**src/rtl/i2s_msb_receiver.sv**
```systemverilog
// -----------------------------------------------------------------------------
// i2s_msb_receiver
//
// Purpose:
//   Oversampled I2S-style serial receiver. The bit clock, data and running
//   flag are sampled with the 4x system clock. Every bit captured on a BCLK
//   rising edge is written to an external bit-addressed circular buffer of
//   2^CIRC_BUF_BITS frames of 256 bits each. The index of the most recently
//   completed frame is published on last_good_frame_idx_o.
//
// Configuration macro:
//   I2S_RX_IDLE_CLEAR_EN
//     Defined   : while not running, the idle address sweep covers the whole
//                 buffer with write enable high and data 0, clearing the RAM.
//     Undefined : the idle sweep covers 0x00..0xFF with write enable low.
//
// Ports:
//   clk_x4_i              in  system clock, about 4x BCLK, rising edge
//   rst_n_i               in  asynchronous active-low reset
//   i2s_running_i         in  asynchronous, high while the stream is valid
//   i2s_data_i            in  asynchronous serial data, MSB first
//   i2s_bclk_i            in  asynchronous bit clock
//   ram_write_addr_o      out bit address {frame_idx, bit_idx}
//   ram_write_en_o        out one-clock write strobe
//   ram_write_data_o      out bit to write
//   last_good_frame_idx_o out index of the last fully written frame
// -----------------------------------------------------------------------------
module i2s_msb_receiver #(
    parameter int CIRC_BUF_BITS = 3
) (
    input  logic                       clk_x4_i,
    input  logic                       rst_n_i,
    input  logic                       i2s_running_i,
    input  logic                       i2s_data_i,
    input  logic                       i2s_bclk_i,
    output logic [CIRC_BUF_BITS+7:0]   ram_write_addr_o,
    output logic                       ram_write_en_o,
    output logic                       ram_write_data_o,
    output logic [CIRC_BUF_BITS-1:0]   last_good_frame_idx_o
);

    localparam int AW = CIRC_BUF_BITS + 8;
    localparam logic [CIRC_BUF_BITS-1:0] FRAME_ONE = {{(CIRC_BUF_BITS-1){1'b0}}, 1'b1};

    // Two-flop synchronizers; bit [1] is the synchronized value.
    logic [1:0]               run_sync_r;
    logic [1:0]               data_sync_r;
    logic [1:0]               bclk_sync_r;
    logic                     bclk_prev_r;

    logic [7:0]               bit_idx_r;
    logic [CIRC_BUF_BITS-1:0] frame_idx_r;
    logic [CIRC_BUF_BITS-1:0] last_good_r;
    logic [AW-1:0]            addr_r;
    logic                     wr_en_r;
    logic                     wr_data_r;

    logic                     running_s;
    logic                     rise_s;
    logic [7:0]               bit_idx_nxt_s;
    logic [CIRC_BUF_BITS-1:0] frame_idx_nxt_s;
    logic [CIRC_BUF_BITS-1:0] last_good_nxt_s;
    logic [AW-1:0]            addr_nxt_s;
    logic                     wr_en_nxt_s;
    logic                     wr_data_nxt_s;

    assign running_s = run_sync_r[1];
    // Data and BCLK share the same synchronizer depth, so the synchronized
    // data bit is aligned with the detected rising edge.
    assign rise_s    = bclk_sync_r[1] & ~bclk_prev_r;

    // Synchronizer chains and BCLK edge-detector history.
    always_ff @(posedge clk_x4_i or negedge rst_n_i) begin
        if (!rst_n_i) begin
            run_sync_r  <= 2'b00;
            data_sync_r <= 2'b00;
            bclk_sync_r <= 2'b00;
            bclk_prev_r <= 1'b0;
        end else begin
            run_sync_r  <= {run_sync_r[0], i2s_running_i};
            data_sync_r <= {data_sync_r[0], i2s_data_i};
            bclk_sync_r <= {bclk_sync_r[0], i2s_bclk_i};
            bclk_prev_r <= bclk_sync_r[1];
        end
    end

    // Next-state logic for counters, frame bookkeeping and the write port.
    always_comb begin
        bit_idx_nxt_s   = bit_idx_r;
        frame_idx_nxt_s = frame_idx_r;
        last_good_nxt_s = last_good_r;
        addr_nxt_s      = addr_r;
        wr_en_nxt_s     = 1'b0;
        wr_data_nxt_s   = 1'b0;
        if (!running_s) begin
            // Idle: counters held at zero so the next run starts at address 0;
            // any partial frame is dropped and last_good is untouched.
            bit_idx_nxt_s   = 8'd0;
            frame_idx_nxt_s = {CIRC_BUF_BITS{1'b0}};
`ifdef I2S_RX_IDLE_CLEAR_EN
            addr_nxt_s      = addr_r + {{(AW-1){1'b0}}, 1'b1};
            wr_en_nxt_s     = 1'b1;
`else
            addr_nxt_s      = {{CIRC_BUF_BITS{1'b0}}, addr_r[7:0] + 8'd1};
            wr_en_nxt_s     = 1'b0;
`endif
        end else if (rise_s) begin
            addr_nxt_s    = {frame_idx_r, bit_idx_r};
            wr_en_nxt_s   = 1'b1;
            wr_data_nxt_s = data_sync_r[1];
            bit_idx_nxt_s = bit_idx_r + 8'd1;
            if (bit_idx_r == 8'd255) begin
                // Publish the frame on the same clock its last bit is written.
                frame_idx_nxt_s = frame_idx_r + FRAME_ONE;
                last_good_nxt_s = frame_idx_r;
            end else begin
                frame_idx_nxt_s = frame_idx_r;
            end
        end else begin
            addr_nxt_s = addr_r;
        end
    end

    // State and registered-output update.
    always_ff @(posedge clk_x4_i or negedge rst_n_i) begin
        if (!rst_n_i) begin
            bit_idx_r   <= 8'd0;
            frame_idx_r <= {CIRC_BUF_BITS{1'b0}};
            last_good_r <= {CIRC_BUF_BITS{1'b0}};
            addr_r      <= {AW{1'b0}};
            wr_en_r     <= 1'b0;
            wr_data_r   <= 1'b0;
        end else begin
            bit_idx_r   <= bit_idx_nxt_s;
            frame_idx_r <= frame_idx_nxt_s;
            last_good_r <= last_good_nxt_s;
            addr_r      <= addr_nxt_s;
            wr_en_r     <= wr_en_nxt_s;
            wr_data_r   <= wr_data_nxt_s;
        end
    end

    assign ram_write_addr_o      = addr_r;
    assign ram_write_en_o        = wr_en_r;
    assign ram_write_data_o      = wr_data_r;
    assign last_good_frame_idx_o = last_good_r;

endmodule

```
**config.mk**
```make
export PLATFORM = sky130hd
export DESIGN_NAME = i2s_msb_receiver
export DESIGN_NICKNAME = d
export VERILOG_FILES = /design/src/rtl/i2s_msb_receiver.sv
export SDC_FILE = /design/constraint.sdc
export NUM_CORES = 1
export LEC_CHECK = 0
export CELL_PAD_IN_SITES_DETAIL_PLACEMENT = 1
export CELL_PAD_IN_SITES_GLOBAL_PLACEMENT = 1
export CORE_UTILIZATION = 37
export DETAILED_ROUTE_END_ITERATION = 7
export PLACE_DENSITY_LB_ADDON = 0.1
export SYNTH_ARGS = -nofsm -noshare
export SYNTH_HDL_FRONTEND = slang
export SYNTH_SLANG_ARGS = --single-unit
```
**constraint.sdc**
```tcl
create_clock -name clk_x4_i -period 2.4 [get_ports clk_x4_i]
set_input_delay 0.48 -clock clk_x4_i [delete_from_list [all_inputs] [get_ports clk_x4_i]]
set_output_delay 0.48 -clock clk_x4_i [all_outputs]
set_load 0.02 [all_outputs]
```
==> flow_metrics.env <==
export IMPL_outcome="complete, no violations"
export IMPL_io_pins=21
export IMPL_crit_fanout=8
export IMPL_seq_power_share_pct=46.0
export IMPL_setup_viol=0
export IMPL_ys_seq_area_share_pct=54.3
export IMPL_drtIter0Drc=35
export IMPL_fp_coreArea_sq_um=4030
export IMPL_die_area_sq_um=4500
export IMPL_rsz0062_at_grt="false"
export IMPL_synth_largest_area_cell="dfrtp_1"
export IMPL_timing_fmax_mhz=521
export IMPL_r2r_start="bclk_prev_r"
export IMPL_worst_setup_path_end_kind="output port"
export IMPL_fin_worst_skew_ns=0.00672
export IMPL_arrival_ns=1.44
export IMPL_root_buffer="clkbuf_8"
export IMPL_synth_area_sq_um=1570
export IMPL_grt_pass1_wl_mm=5.93
export IMPL_cts_hold_buf=0
export IMPL_yosysUniqueCellTypes=34
export IMPL_synthTopCellsByCount="dfrtp_1, nand2_1, mux2i_1"
export IMPL_synth_compound_area_share_pct=7.66
export IMPL_cap_violations=0
export IMPL_clk_path_buf_depth=2
export IMPL_worst_slew_pin_transition_ns=0.670
export IMPL_finish_instance_area_sq_um=1930
export IMPL_slew_viol_final=0
export IMPL_switching_share_pct=29.5
export IMPL_drive_gt1_share_pct=8.43
export IMPL_met1_usage_pct=23.3
export IMPL_gr_usage_all_layers_pct=18.4
export IMPL_initial_core_util_pct=38.9
export IMPL_path_cells="clkdlybuf4s50_1"
export IMPL_critPathLaunchType="flip-flop"
export IMPL_diodes=0
export IMPL_period_minus_slack_ns=1.92
export IMPL_gp_congestion=0.714
export IMPL_cts_tree="done"
export IMPL_grt_overflow_total=0
export IMPL_timing_hold_ws_ns=0.352
export IMPL_fin_util_pct=48.0
export IMPL_drc=0
export IMPL_antenna_found_initial=0
export IMPL_critPathBufInv=1
export IMPL_critPathMaxStageDelay_ns=0.66
export IMPL_ant_nets=0
export IMPL_row_count=23
export IMPL_tns_ns=0
export IMPL_grt_max_degree=35
export IMPL_cts_buffers=5
export IMPL_max_slew_margin_pct=55.4
export IMPL_synth_top_area_share_pct=54.3
export IMPL_p_total_uw=1510
export IMPL_yosysMostFrequentCell="dfrtp_1"
export IMPL_synth_seq_cells=34
export IMPL_power_leakage_uw=0.000840
export IMPL_synth_flop_cell="dfrtp_1"
export IMPL_peakVddDrop_v=0.000316
export IMPL_post_cts_setup_buffers=0
export IMPL_path_clk_slew_ns=0.07
export IMPL_switchingPower_uw=447
export IMPL_path_delay_family="buffers and inverters"
export IMPL_first_pass_iters=4
export IMPL_grt_use_met3_pct=4.45
export IMPL_cts_resized=0
export IMPL_synth_edf_count=0
export IMPL_syn_area_per_cell_sq_um=11.0
export IMPL_cts_sinks=34
export IMPL_synth_fp_nets=150
export IMPL_routedWlPerCell_um=16.1
export IMPL_syn_to_final_growth_pct=23.4
export IMPL_die_w_um=67.1
export IMPL_place_area_sq_um=1820
export IMPL_power_density_nw_per_um2=783
export IMPL_yosys_warnings=0
export IMPL_hold_viol=0
export IMPL_synth_top_family_by_area="simple AND/OR/NAND/NOR gates"
export IMPL_synthMuxAreaShare_pct=10.5
export IMPL_fillerInstances=448
export IMPL_pwr_share_clk_pct=34.8
export IMPL_synth_simple_area_share_pct=19.6
export IMPL_syn_inst=142
export IMPL_fin_crit_sh_pct=79.9
export IMPL_crit_path_start="ram_write_addr_o[2]"
export IMPL_yosys_top_cells_area="dfrtp_1, mux2i_1, nand2_1, mux2_1, ha_1"
export IMPL_yosys_area_share_adder_pct=2.39
export IMPL_cellInternalPower_uw=1070
export IMPL_io_buffers=20
export IMPL_power_frac_comb_pct=19.1
export IMPL_clk_latency_ns=0.29
export IMPL_synth_xor_area_share_pct=2.79
export IMPL_slowest_stage="clkdlybuf4s50_1"
export IMPL_use_met2_pct=29.5
export IMPL_worstHoldStart="data_sync_r[0]"
export IMPL_routed_wl_mm=3.48
export IMPL_required_ns=1.92
export IMPL_final_nets=173
export IMPL_holdCritPathClass="flip-flop to flip-flop"
export IMPL_htree_levels=2
export IMPL_grt_pass1_vias=1144
export IMPL_viasPerCell=5.38
export IMPL_path_class="flip-flop to output port"
export IMPL_top_usage_layer="met2"
export IMPL_die_h_um=67.1
export IMPL_dp_hpwl_mm=2.36
export IMPL_synthArstFlopShare_pct=100
export IMPL_vias=1161
-- layout make-up --
cell class              instances  area (sq um)  share of cell area (%)
inverters                       3          11.3                   0.582
flip-flops and latches         34           851                    44.0
repair buffers                 23           223                    11.5
clock buffers                   5          68.8                    3.56
multi-input cells              98           673                    34.8
well taps                      50          62.6                    3.23
clock inverters                 3          45.0                    2.33
-- final timing paths --
kind | depth (start not counted) | endpoint | slack [ns]
max | 1 | ram_write_addr_o[2] | 0.48
min | 0 | data_sync_r[1] | 0.35
max reg2reg | 3 | last_good_frame_idx_o[1] | 0.61
min reg2reg | 0 | data_sync_r[1] | 0.35
max in group asynchronous | 2 | ram_write_addr_o[10] | 1.49
min in group asynchronous | 2 | bit_idx_r[5] | 0.60
-- sequential cells by signal (all words and copies together) (netlist names) --
register and count:
data_sync_r 2, bit_idx_r 8, last_good_frame_idx_o 3, ram_write_addr_o 11, ram_write_en_o 1, frame_idx_r 3, bclk_prev_r 1, bclk_sync_r 2
ram_write_data_o 1, run_sync_r 2
-- cell families after synthesis --
family	Yosys count
compound gates	19
xor+xnor	5
fa+ha+maj	3
buf+inv	10
flops	34
mux	16
simple gates	55
-- metal layers --
layer  share of wire [%]  vias to the layer above
met4                 1.6                        0
met1                  47                      585
li1                    -                      548
met5                   0                        -
met3                 3.7                        5
met2                  48                       23
-- power by group through the flow --
stage / logic, uW / registers, uW / clock network [uW]
global route: 320 / 705 / 555
detailed placement: 293 / 708 / 0
CTS: 294 / 697 / 545
finish: 290 / 697 / 528
floorplan: 121 / 739 / 0
global placement: 287 / 706 / 0
-- stage by stage --
| stage | instances | setup slack [ns] |
|---|---|---|
| after CTS | 216 | 0.479 |
| final | 216 | 0.482 |
| after global placement | 208 | 0.661 |
| after detailed placement | 208 | 0.616 |
| after global routing | 216 | 0.446 |
| after floorplan | 142 | 0.944 |
-- cells in the final DEF (no fill, tap or decap), types with 3 or more instances in the layout --
master	count
dfrtp_1	34
nand2_1	21
clkdlybuf4s50_1	20
mux2i_1	12
a21oi_1	7
nand3_1	6
nand2b_1	5
nor2_1	5
clkbuf_8	5
mux2_1	4
or4_1	3
a31oi_1	3
xnor2_1	3
ha_1	3
buf_4	3
(Power assumes the default switching activity.)
